File: src/rtl/iobus_sequencer.sv
// ---------------------------------------------------------------------------
// iobus_sequencer
//   Slow I/O bus cycle sequencer. It sits in front of the FSB DTACK/VPA logic
//   and converts CPU I/O accesses into request/acknowledge transactions with
//   the slow-bus controller. Eligible writes can be posted, which releases the
//   CPU before the slow-bus cycle has finished.
//
// Parameters
//   POST_EN   1 = IOPWCS writes are posted, 0 = every access is non-posted
//   REQ_MIN   minimum FCLK cycles IOREQ stays high (1..15)
//   WDT_MAX   FCLK cycles allowed in ACTIVE before forced completion
//
// Ports
//   FCLK       in   system clock, rising edge
//   nRST       in   asynchronous active-low reset
//   BACT       in   bus active from FSB
//   IOCS       in   access targets the slow I/O bus
//   IOPWCS     in   access is eligible for write posting
//   nWE        in   CPU R/W, 0 = write
//   IOACT      in   slow-bus controller has taken the request
//   IODONE     in   one-cycle pulse, slow-bus cycle finished
//   IOREQ      out  request to slow-bus controller
//   ALE        out  one-cycle pulse, latch CPU address/data into I/O buffer
//   IOPWReady  out  posted write captured, CPU may be acknowledged
//   IONPReady  out  non-posted access finished, CPU may be acknowledged
//   IOBUSY     out  slow-bus transaction outstanding
//   IOERR      out  one-cycle pulse, watchdog expired
// ---------------------------------------------------------------------------
module iobus_sequencer #(
  parameter int unsigned POST_EN = 1,
  parameter int unsigned REQ_MIN = 2,
  parameter int unsigned WDT_MAX = 4095
) (
  input  logic FCLK,
  input  logic nRST,
  input  logic BACT,
  input  logic IOCS,
  input  logic IOPWCS,
  input  logic nWE,
  input  logic IOACT,
  input  logic IODONE,
  output logic IOREQ,
  output logic ALE,
  output logic IOPWReady,
  output logic IONPReady,
  output logic IOBUSY,
  output logic IOERR
);

  typedef enum logic [1:0] {
    IDLE   = 2'd0,
    PEND   = 2'd1,
    ACTIVE = 2'd2
  } state_e;

  // reqcnt counts completed PEND cycles, so the request has been visible for
  // reqcnt+1 cycles when the exit condition is evaluated.
  localparam logic [3:0]  REQ_THRESH = 4'(REQ_MIN - 1);
  // The watchdog flags on the edge where it reaches WDT_MAX; the following
  // cycle (IOERR visible) is then completed like an IODONE.
  localparam logic [11:0] WDT_LAST   = 12'(WDT_MAX - 1);
  localparam logic        POST_ON    = (POST_EN != 0);

  state_e      state_q,   state_d;
  logic        taken_q,   taken_d;
  logic        posted_q,  posted_d;
  logic        ioreq_q,   ioreq_d;
  logic        ale_q,     ale_d;
  logic        pwready_q, pwready_d;
  logic        npready_q, npready_d;
  logic        busy_q,    busy_d;
  logic        ioerr_q,   ioerr_d;
  logic [3:0]  reqcnt_q,  reqcnt_d;
  logic [11:0] wdt_q,     wdt_d;

  logic access_p;
  logic accept;
  logic finish;

  assign access_p = IOCS && IOPWCS && !nWE && POST_ON;
  // Non-posted is simply any I/O access that is not posted, so IOCS alone
  // qualifies a new transaction.
  assign accept   = (state_q == IDLE) && BACT && !taken_q && IOCS;
  // IODONE, or the cycle in which the watchdog error is being shown.
  assign finish   = (state_q == ACTIVE) && (IODONE || ioerr_q);

  // NOTE: every variable gets a default before the case so that no path
  // leaves it unassigned; this keeps the block purely combinational.
  always_comb begin
    state_d   = state_q;
    taken_d   = taken_q && BACT;
    posted_d  = posted_q;
    ioreq_d   = ioreq_q;
    ale_d     = 1'b0;
    pwready_d = pwready_q && BACT;
    npready_d = npready_q && BACT;
    ioerr_d   = 1'b0;
    reqcnt_d  = reqcnt_q;
    wdt_d     = wdt_q;

    unique case (state_q)
      IDLE: begin
        if (accept) begin
          state_d  = PEND;
          ale_d    = 1'b1;
          ioreq_d  = 1'b1;
          taken_d  = 1'b1;
          posted_d = access_p;
          reqcnt_d = '0;
          if (access_p) pwready_d = 1'b1;
        end
      end
      PEND: begin
        if (IOACT && (reqcnt_q >= REQ_THRESH)) begin
          state_d = ACTIVE;
          ioreq_d = 1'b0;
          wdt_d   = '0;
        end else if (reqcnt_q != 4'hF) begin
          reqcnt_d = reqcnt_q + 4'd1;
        end
      end
      ACTIVE: begin
        if (finish) begin
          state_d = IDLE;
          // taken_q still set means the CPU cycle that started this
          // transaction is the one on the bus; if AS dropped meanwhile the
          // ready is suppressed and the slow cycle simply completes.
          if (!posted_q && BACT && taken_q) npready_d = 1'b1;
        end else begin
          wdt_d   = wdt_q + 12'd1;
          ioerr_d = (wdt_q == WDT_LAST);
        end
      end
      default: state_d = IDLE;
    endcase

    busy_d = (state_d != IDLE);
  end

  // NOTE: state registers use non-blocking assignments so every register
  // samples the pre-edge values, independent of statement order.
  // NOTE: all registers are cleared by the asynchronous reset; there is no
  // storage array here that could be left unreset.
  always_ff @(posedge FCLK or negedge nRST) begin
    if (!nRST) begin
      state_q   <= IDLE;
      taken_q   <= 1'b0;
      posted_q  <= 1'b0;
      ioreq_q   <= 1'b0;
      ale_q     <= 1'b0;
      pwready_q <= 1'b0;
      npready_q <= 1'b0;
      busy_q    <= 1'b0;
      ioerr_q   <= 1'b0;
      reqcnt_q  <= '0;
      wdt_q     <= '0;
    end else begin
      state_q   <= state_d;
      taken_q   <= taken_d;
      posted_q  <= posted_d;
      ioreq_q   <= ioreq_d;
      ale_q     <= ale_d;
      pwready_q <= pwready_d;
      npready_q <= npready_d;
      busy_q    <= busy_d;
      ioerr_q   <= ioerr_d;
      reqcnt_q  <= reqcnt_d;
      wdt_q     <= wdt_d;
    end
  end

  assign IOREQ     = ioreq_q;
  assign ALE       = ale_q;
  assign IOPWReady = pwready_q;
  assign IONPReady = npready_q;
  assign IOBUSY    = busy_q;
  assign IOERR     = ioerr_q;

endmodule

File: config.mk
export PLATFORM = sky130hd
export DESIGN_NAME = iobus_sequencer
export DESIGN_NICKNAME = d
export VERILOG_FILES = /design/src/rtl/iobus_sequencer.sv
export SDC_FILE = /design/constraint.sdc
export NUM_CORES = 1
export LEC_CHECK = 0
export ABC_AREA = 1
export CAP_MARGIN = 5
export CORE_MARGIN = 5
export CORE_UTILIZATION = 50
export CTS_CLUSTER_DIAMETER = 100
export DETAILED_ROUTE_END_ITERATION = 16
export HOLD_SLACK_MARGIN = 0.08
export PLACE_DENSITY = 0.71
export REMOVE_ABC_BUFFERS = 1
export SYNTH_ARGS = -nofsm -noshare
export SYNTH_HDL_FRONTEND = slang
export SYNTH_SLANG_ARGS = --single-unit
File: constraint.sdc
create_clock -name FCLK -period 2.5 [get_ports FCLK]
set_input_delay 0.5 -clock FCLK [delete_from_list [all_inputs] [get_ports FCLK]]
set_output_delay 0.5 -clock FCLK [all_outputs]
set_load 0.02 [all_outputs]
==> results of run 1 <==
[power groups by stage]
| stage | registers [mW] | clock network [mW] | logic (mW) |
|---|---|---|---|
| floorplan | 0.591 | 0 | 0.270 |
| global placement | 0.571 | 0 | 0.421 |
| detailed placement | 0.576 | 0 | 0.431 |
| CTS | 0.567 | 0.218 | 0.434 |
| global route | 0.580 | 0.236 | 0.489 |
| finish | 0.568 | 0.211 | 0.423 |
[worst max-delay path by stage]
stage                      from     endpoint  slack, ps  cells after the start
floorplan           reqcnt_q[0]  reqcnt_q[2]       1180                     10
global placement           BACT  reqcnt_q[1]        760                      6
detailed placement         BACT  reqcnt_q[1]        690                      6
CTS                       IOERR        IOERR        660                      1
global route              IOERR        IOERR        600                      1
finish                    IOERR        IOERR        670                      1
[metal layers]
| layer | vias to the layer above | wire length (um) |
|---|---|---|
| li1 | 605 | - |
| met5 | - | 0 |
| met4 | 0 | 55 |
| met2 | 22 | 1300 |
| met3 | 6 | 100 |
| met1 | 539 | 1230 |
[metrics by stage]
stage,util [%],setup WS (ps)
2_1_floorplan,-,1180
3_3_place_gp,57.6,756
3_5_place_dp,57.6,690
4_1_cts,58.9,657
5_1_grt,58.9,601
6_report,58.9,670
[layout make-up]
| cell class | instances | area share (%) |
|---|---|---|
| Inverter | 24 | 5.75 |
| Tap cell | 31 | 2.41 |
| Clock buffer | 4 | 2.25 |
| Multi-Input combinational cell | 127 | 40.6 |
| Timing Repair Buffer | 14 | 8.55 |
| Sequential cell | 26 | 40.4 |
[sequential cells by signal, summed over array words and instances (netlist names)]
| register | count |
|---|---|
| state_q | 2 |
| wdt_q | 12 |
| IONPReady | 1 |
| IOREQ | 1 |
| IOERR | 1 |
| ALE | 1 |
| taken_q | 1 |
| reqcnt_q | 4 |
| posted_q | 1 |
| IOBUSY | 1 |
| IOPWReady | 1 |
[logic make-up after synthesis]
group	Yosys count	synth area share [%]
XOR/XNOR	2	1.24
AND/OR/NAND/NOR	105	34.5
AO/OA/AOI/OAI	15	6.22
flip-flops	26	46.2
buffers and inverters	25	7.37
adder cells (fa/ha/maj)	5	4.44
[layout by cell type, fill, tap and decap left out, types with 2 or more instances in the layout]
cell | Yosys | final
sky130_fd_sc_hd__clkdlybuf4s50_1 | 0 | 13
sky130_fd_sc_hd__nand2_1 | 53 | 53
sky130_fd_sc_hd__o21ai_1 | 2 | 2
sky130_fd_sc_hd__clkbuf_4 | 0 | 3
sky130_fd_sc_hd__xor2_1 | 2 | 2
sky130_fd_sc_hd__nand3_4 | 2 | 2
sky130_fd_sc_hd__nand4_1 | 5 | 5
sky130_fd_sc_hd__ha_1 | 5 | 5
sky130_fd_sc_hd__nand3_1 | 20 | 20
sky130_fd_sc_hd__o21ai_0 | 7 | 7
sky130_fd_sc_hd__inv_1 | 21 | 21
sky130_fd_sc_hd__inv_2 | 2 | 2
sky130_fd_sc_hd__nor2_1 | 18 | 18
sky130_fd_sc_hd__dfrtp_1 | 26 | 26
sky130_fd_sc_hd__a21oi_1 | 2 | 2
sky130_fd_sc_hd__o21ai_2 | 2 | 2
==> summary by stage, run 1 <==
Global routing
In the global route stage, overall resource usage came out at 15.4%. The met3 global-route usage is 3.02%. The number of antenna violations at the first check in global routing came to 0. The pin count of the biggest net entering global routing is 27. The first global-routing pass estimated 4970 um of wire.

The highest-utilization routing layer at the global route stage is met2. Global routing consumed, on the met1 layer, 20.3% of the routing resources. In the global route stage, met2 resource usage came out at 24.9%.

The residual overflow from global routing is 0. The number of global-route vias before repair came to 1121.

STA
The final period demand of the worst path is 1830 ps. The setup TNS is 0 ps. Setup repair after global routing left no endpoint under its margin. The final critical-path share of the clock period is 73.2%. The worst pin sits at a relative slew slack of 77.5%.

Across all hold checks on the routed design, the worst slack comes to 477 ps. The max-slew violation count is 0. Derived from the worst setup path, the maximum achievable clock frequency is 0.547 GHz. Setup violations remaining at the end of the flow were counted as 0.

The hold violation total from the final report is 0. The worst clock skew is 3.58 ps. The pin slew with the least headroom to its limit is 337 ps.

Critical path
The type of element launching the critical path is a register. Among cell families on the critical path, the largest total delay comes from buffers and inverters. The worst setup slack for register-to-register paths is 970 ps. At the worst endpoint, the arrival time is 1330 ps. The largest individual stage delay along the critical path comes from the cell sky130_fd_sc_hd__clkdlybuf4s50_1. The critical path class is reg2out. The largest fanout on the critical path is 3. The number of buffers and inverters on the critical path is 1. The endpoint of the worst register-to-register path is reqcnt_q[1]. The critical path goes through clkdlybuf4s50_1.

The type of element capturing the critical path is an output port. The startpoint of the lowest-slack register-to-register path is reqcnt_q[1]. The maximum cell stage delay along the critical path is 610 ps.

Measured in cells, the most critical reg-to-reg path has a length of 9. For the worst setup path, the data required time is 2000 ps.

Synthesis
sky130_fd_sc_hd__nand2_1 is the most common cell in the netlist. The number of enable flip-flop cells after synthesis is 0. After synthesis, the largest area contributor takes up 46.2% of total cell area. The most area-hungry cell type in the Yosys netlist is sky130_fd_sc_hd__dfrtp_1.

The count of synthesis-stage warnings from yosys is 0. The number of instances in the synthesized netlist is 178. Yosys mapped the design onto 25 distinct sky130hd cell types. Counting flops with an async set or reset pin after synthesis yields a share of 100%. Averaged over all synthesized cells, the footprint is 7.91 sq um. The summed instance area of the synthesized netlist is 0.00141 sq mm.

Sorting the synthesized cells by area gives the leading types as sky130_fd_sc_hd__dfrtp_1 46%, sky130_fd_sc_hd__nand2_1 14%, sky130_fd_sc_hd__nand3_1 7.1%. In the synthesized netlist, the cells that appear most often are 53 x sky130_fd_sc_hd__nand2_1, 26 x sky130_fd_sc_hd__dfrtp_1, 21 x sky130_fd_sc_hd__inv_1. The post-synthesis register bit count is 26. The sequential share of the synthesized area is 46.2%. The dominant register cell in the synthesized netlist is sky130_fd_sc_hd__dfrtp_1.

Drt
The average via count per standard cell is 5.19. The remaining antenna violation count after routing is 0. The number of remaining DRC errors is 0.

Before antenna repair, the detailed router went through 4 iterations. The final routed wire length divided by cell count is 11.9 um. Across all layers, the routed design uses 1172 vias.

Wires add up to 2690 um. After the first detailed-routing iteration, the DRC count stood at 41.

Power and ir drop
Per report_power, the sequential group accounts for 47.2% of the total. The analysis attributes to net switching a power of 0.463 mW. The power per cell area is 747 mW/mm^2.

The internal power is 0.739 mW. The standby leakage power is 0.765 nW. The highest ir drop seen on vdd is 0.552 mV.

The switching share of total power is 38.5%. Total power for the finished layout comes to 1.20 mW. Per report_power, the clock group accounts for 17.6% of the total. The power share of the combinational group is 35.2%.

Layout
The sequential cells in the finished layout cover a total of 651 sq um. The count of inserted antenna diode cells is 0. At the end of the flow, the number of nets in the layout was 209. The share of layout cells above drive strength 1 is 8.21%. The area growth from synthesis to layout is 14.3%. The area of combinational cells with multiple inputs is 654 sq um. The finished cells cover 0.00161 sq mm. The count of cells in the finished layout, fillers not included, comes to 226.

The layout has 267 filler cells.

CTS
Clock tree synthesis inserted a total of 3 buffers. In this run, post-CTS repair resized a total of 0 instances. Clock-pin slew was measured on the worst setup and hold paths at 140 ps. The latest clock arrival within the worst-skew pair is 320 ps.

The level count of the clock H-tree is 1. The CTS sink count is 26. The clock tree from TritonCTS is done. After clock tree synthesis, the setup repair step added 0 buffers.

The clock passes through at most 2 buffers. The total of hold buffers inserted after clock tree synthesis is 0. The root buffer cell is sky130_fd_sc_hd__clkbuf_4.

Floorplanning
The core region is 0.00273 sq mm. The number of placement rows is 19. The total die area is 0.00398 sq mm. The die width is 63.1 um. Once the floorplan was initialized, standard cells occupied 51.5% of the core.

14 I/O pins were placed. The die boundary height is 63.1 um.

Placed design
Input and output buffers added on the ports amount to 13. The placed instances occupy a cell area of 0.00157 sq mm. The placed wire-length estimate after detailed placement is 2100 um. The congestion estimate from routability-driven global placement came to 0.847. The cell total after placement is 222.

Status
The run finished with clean final reports.

Hold path
The path with the worst hold slack has its endpoint at ALE. In this run the worst hold path is classified as reg2reg. The hold path depth is 1.

The worst hold path begins at taken_q.

Job
The number of maximum-capacitance violations is 0.
No activity file was read; power rests on OpenSTA's default activity.
==> run 2, diff against run 1 <==
--- a/config.mk
+++ b/config.mk
@@ -12,7 +12,7 @@
 export CTS_CLUSTER_DIAMETER = 100
 export DETAILED_ROUTE_END_ITERATION = 16
 export HOLD_SLACK_MARGIN = 0.08
-export PLACE_DENSITY = 0.71
+export PLACE_DENSITY = 0.74
 export REMOVE_ABC_BUFFERS = 1
 export SYNTH_ARGS = -nofsm -noshare
 export SYNTH_HDL_FRONTEND = slang
==> constraint.sdc (replaced) <==
create_clock -name FCLK -period 1.6 [get_ports FCLK]
set_input_delay 0.32 -clock FCLK [delete_from_list [all_inputs] [get_ports FCLK]]
set_output_delay 0.32 -clock FCLK [all_outputs]
set_load 0.02 [all_outputs]
==> summary by stage, run 2 (same netlist as run 1, synthesis figures left out) <==
Layout
The number of nets in the final layout is 211. The largest registers in the layout are wdt_q (12), reqcnt_q (4), state_q (2). The share of layout cells above drive strength 1 is 10.7%. In the layout the commonest cells are 53 x sky130_fd_sc_hd__nand2_1, 25 x sky130_fd_sc_hd__dfrtp_1, 21 x sky130_fd_sc_hd__inv_1, 19 x sky130_fd_sc_hd__nand3_1, 18 x sky130_fd_sc_hd__nor2_1. The flip-flop count of the largest register after layout is 12. The final instance area is 0.00164 sq mm.

The count of inserted antenna diode cells is 0. The area growth from synthesis to layout is 16.6%. Counting flops per register, the top entry is wdt_q. The most common cell after layout, fill and taps aside is sky130_fd_sc_hd__nand2_1.

Critical path
The worst setup path is of the reg2reg kind. The cell count of the worst reg-to-reg path is 9. The endpoint of the worst register-to-register path is reqcnt_q[1]. The type of element launching the critical path is a register. The worst setup slack for register-to-register paths is 110 ps. The critical path data arrival time is 1700 ps. Tracing the worst setup path back leads to its startpoint at reqcnt_q[1]. The most critical setup path has its endpoint at reqcnt_q[1]. The type of element capturing the critical path is a register. For the worst setup path, the data required time is 1820 ps. Of all nets on the critical path, the largest fanout is 6. The startpoint of the lowest-slack register-to-register path is reqcnt_q[1].

Global routing
The number of antenna violations at the first check in global routing is 0. The first global-routing pass estimated 5130 um of wire. Entering global routing, the biggest net connects 27 pins. The overall track demand over capacity in global routing is 16.0%. The number of global-route vias before repair is 1132.

For this run the aggregate overflow at the end of global routing stands at 0.

Floorplanning
The number of placement rows is 19. The initial utilization of the core area, before any placement, comes to 51.5%. The die is 63.1 um wide. In this run the standard cell core region covers 0.00273 sq mm. The total I/O pin count is 14. The total die area is 0.00398 sq mm. Measured along the y axis, the die boundary spans 63.1 um.

STA
Hold timing on the final database bottoms out at a slack of 349 ps. Adding up every negative setup slack in the final design gives 0 ps. The peak clock frequency supported by timing is 0.672 GHz. Clock skew on the completed layout was measured at 3.95 ps. Setup violations remaining at the end of the flow were counted as 0.

The smallest clock period supported by the final layout is computed as 1490 ps. At the pin with the least slew margin, the transition time is 334 ps. The final critical-path share of the clock period is 92.9%. The max-slew violation count came to 0. The headroom to the max-slew limit is 77.7%. Setup repair after global routing left no endpoint under its margin. The hold violation total from the final report is 0.

Job
The number of maximum-capacitance violations is 0.

CTS
In this run the number of H-tree levels came out at 1. The number of clock buffers added by TritonCTS is 3. At the later pin of the worst-skew pair, clock insertion delay measures 320 ps. The number of buffers between clock root and the deepest sink is 2. The CTS sink count is 26.

The root buffer cell is sky130_fd_sc_hd__clkbuf_4. Post-CTS timing repair inserted 0 buffers for setup. The clock tree from TritonCTS is done.

Clock-pin slew was measured on the worst setup and hold paths at 140 ps.

Drt
Using the TritonRoute via totals, the vias-per-cell ratio works out to 5.22. The final layout contains routed wiring with a total length of 2890 um. The highest metal layer carrying signal wires in the routed design is met4. After detailed routing, the average wire length per cell comes to 12.7 um. In this run the remaining antenna-violating nets after routing total 0. In the final routing, the length of wire on met1 measures 1290 um. After the first detailed-routing iteration, the DRC count stood at 65. The total number of vias is 1191. The number of remaining DRC errors is 0.

Wire segments on met3 add up to 110 um in the final route. After detailed routing, the met2 layer carries 1460 um of wire. The total iterations of the first detailed-routing run is 6.

Placed design
The standard cell area after detailed placement is 0.00159 sq mm. The HPWL after detailed placement is 2220 um. In this run the tool buffered the top-level ports with 13 buffer cells.

Routability-driven placement finished with a final weighted congestion of 0.880.

Power and ir drop
The analysis attributes to cell leakage a power of 0.800 nW. The power per cell area is 1230 mW/mm^2. Across the VDD grid, the largest voltage drop is 0.931 mV.

Hold path
The tightest min-delay check is of the in2async type.

Status
The run finished with clean final reports.
[run 2: worst min-delay path by stage]
stage / endpoint / slack [ps]
finish: IOPWReady / 350
global route: IOPWReady / 360
CTS: wdt_q[3] / 350
detailed placement: IOREQ / 480
global placement: IONPReady / 480
floorplan: ALE / 20
[run 2: cell type report]
type,instances,area (sq um)
Multi-Input combinational cell,127,662
Clock buffer,3,22.5
Tap cell,31,38.8
Inverter,24,92.6
Clock inverter,1,30.0
Timing Repair Buffer,16,145
Fill cell,244,1090
Sequential cell,26,652
[run 2: metal layers]
layer  track usage, %  vias up
met1             20.4      566
met2             26.7       16
met4             6.10        0
li1                 -      607
met5                0        -
met3             3.02        2
[run 2: worst max-delay path, cell delays in order, from the launching register on]
cell and delay [ps]:
sky130_fd_sc_hd__dfrtp_1 420, sky130_fd_sc_hd__inv_1 100, sky130_fd_sc_hd__ha_1 140, sky130_fd_sc_hd__inv_1 40, sky130_fd_sc_hd__nor2_1 120, sky130_fd_sc_hd__nand2_1 120, sky130_fd_sc_hd__nand2_1 110, sky130_fd_sc_hd__nand3_2 130
sky130_fd_sc_hd__nand2_1 130, sky130_fd_sc_hd__o22ai_1 80
[run 2: through the flow]
step | std cells | setup slack (ps) | util, % | power [mW]
final | 228 | 113 | 60.1 | 2.02
after global routing | 228 | 11.3 | 60.1 | 2.18
after CTS | 228 | 54.0 | 59.8 | 2.03
after detailed placement | 224 | 41.6 | 58.1 | 1.60
after global placement | 224 | 106 | 58.1 | 1.57
after floorplan | 177 | 279 | - | 1.35
[run 2: repair_timing]
item / 4_1_cts / 5_1_grt
hold buffers: 0 / 0
endpoints found under the setup margin: 6 / 5
gates resized for setup: 6 / 3
pin swaps: 0 / 0
[run 2: power by group]
part,internal [mW],switching (mW)
combinational,0.226,0.457
clock,0.253,0.196
sequential,0.787,0.102
==> RTL change (flow settings as in run 2) <==
Reset style: synchronous (`nRST`), changed in one clocked block. Comments in the files are not updated.
--- a/src/rtl/iobus_sequencer.sv
+++ b/src/rtl/iobus_sequencer.sv
@@ -142,5 +142,5 @@
   // NOTE: all registers are cleared by the asynchronous reset; there is no
   // storage array here that could be left unreset.
-  always_ff @(posedge FCLK or negedge nRST) begin
+  always_ff @(posedge FCLK) begin
     if (!nRST) begin
       state_q   <= IDLE;
Behaviour: differs if nRST is asserted again (counterexample within 4 cycles, from zero or initial values and one cycle with nRST low); with nRST held inactive, the same outputs for 10 cycles.
==> RTL change against run 2 <==
  * Utilization up 4.2 points
  * Area after synthesis shrank 8.5%
  * Die area shrank 7.2%
  * Global-route usage is 1.3 points higher
  * Critical path depth up 1
  * Maximum frequency fell by 4.3%
  * Design area shrank 3.0%
  * Setup slack got worse by 0.067 ns
  * Sequential cell count stayed put
  * Routed wire length fell by 0.83%
Power is not compared: it rests on default switching activity, and its combinational part moved more than twofold at a synthesized area within 25%.
==> RTL change: results (changes against run 2) <==
- Adder-Cell Fraction of Synth Area: 0.04854 (+0.004139)
- Vias in the first global route: 1205 (+6.4%)
- Distinct cells, synth: 22 (-12%)
- Met3 Use GR: 0.02979 (-0.0004081)
- Metal-1 WL: 1.258 mm (-2.4%)
- Rel. slew slack: 0.7410 (-0.03642)
- Routed via count: 1252 (+5.1%)
- Worst setup path endpoint: IOBUSY$_SDFF_PN0_
- GRT Util Overall: 0.1731 (+0.01319)
- Compound-Gate Fraction of Synth Area: 0.07379 (+0.01162)
- Iter 0 DRT Violations: 47 (-28%)
- Routing usage on met2: 0.3023 (+0.03562)
- Seq/Total Area, Yosys: 0.4039 (-0.05793)
- Max Clock Freq: 0.6434 GHz (-4.3%)
- Post-Place Cells: 234 (+4.5%)
- CP max stage delay: 0.39 ns (-0.03 ns)
- Cts repair resizes: 2 (-4)
- Outcome: finished, final reports clean
- Post-Layout Cell Count: 238 (+4.4%)
- Most common library cells after synthesis: nand2_1 (46), dfxtp_1 (26), nor2_1 (25), inv_1 (22), a21oi_1 (16)
- Syn Area/Cell: 7.042 um^2 (-11%)
- Xor/xnor share of the synthesized area: 0.006796 (-0.005637)
- Met1 Resource Use GR: 0.2062 (+0.002545)
- Most used DFF post-synth: dfxtp_1
- Worst Hold Class: reg -> reg
- Dominant cells by area after synthesis: dfxtp_1 (40%), nand2_1 (13%), nor2_1 (7.3%)
- Reg2Reg Setup Slack: 0.05 ns (-0.07 ns)
- PortBufs: 13 (unchanged)
- Pre-antenna DRT Iters: 5 (-1)
- First-pass GRT wire length: 4.899 mm (-4.4%)
- Asr flop ratio synth: 0 (-1.000)
- DP HPWL: 2.157 mm (-2.9%)
- Final Skew: 0.002585 ns (-0.001363 ns)
- CP max-delay cell: dfxtp_4
- Top Registers: wdt_q: 12 flops, reqcnt_q: 4 flops, state_q: 2 flops
- Routed length per placed instance: 12.03 um (-5.0%)
- Dpl ws: -0.02159 ns (-0.06319 ns)
- Pin count of the biggest net entering global routing: 18 (-33%)
- Setup crit start: reqcnt_q[0]$_SDFFE_PN0P_
- R2R cell count: 10 (+1)
- Placed inst area: 1516 um^2 (-4.6%)
- Max Fanout on Critical Path: 5 (-1)
## RTL change: area by class of cell
cell class | count | area, um^2
fill | 207 | 884.6
clock buffer | 4 | 36.28
tap | 30 | 37.54
timing repair buffer | 23 | 216.5
sequential | 26 | 524.3
multi-input combinational | 131 | 685.7
inverter | 24 | 92.59
## RTL change: worst min-delay path by stage
stage                            from              endpoint  slack [ns]
2_1_floorplan  wdt_q[10]$_SDFFE_PN0P_      IOERR$_SDFF_PP0_        0.44
3_3_place_gp       IOREQ$_SDFFE_PN0P_    IOREQ$_SDFFE_PN0P_        0.45
3_5_place_dp     IONPReady$_SDFF_PN0_  IONPReady$_SDFF_PN0_        0.46
4_1_cts          IONPReady$_SDFF_PN0_  IONPReady$_SDFF_PN0_        0.48
5_1_grt          IONPReady$_SDFF_PN0_  IONPReady$_SDFF_PN0_        0.51
6_report         IONPReady$_SDFF_PN0_  IONPReady$_SDFF_PN0_        0.48
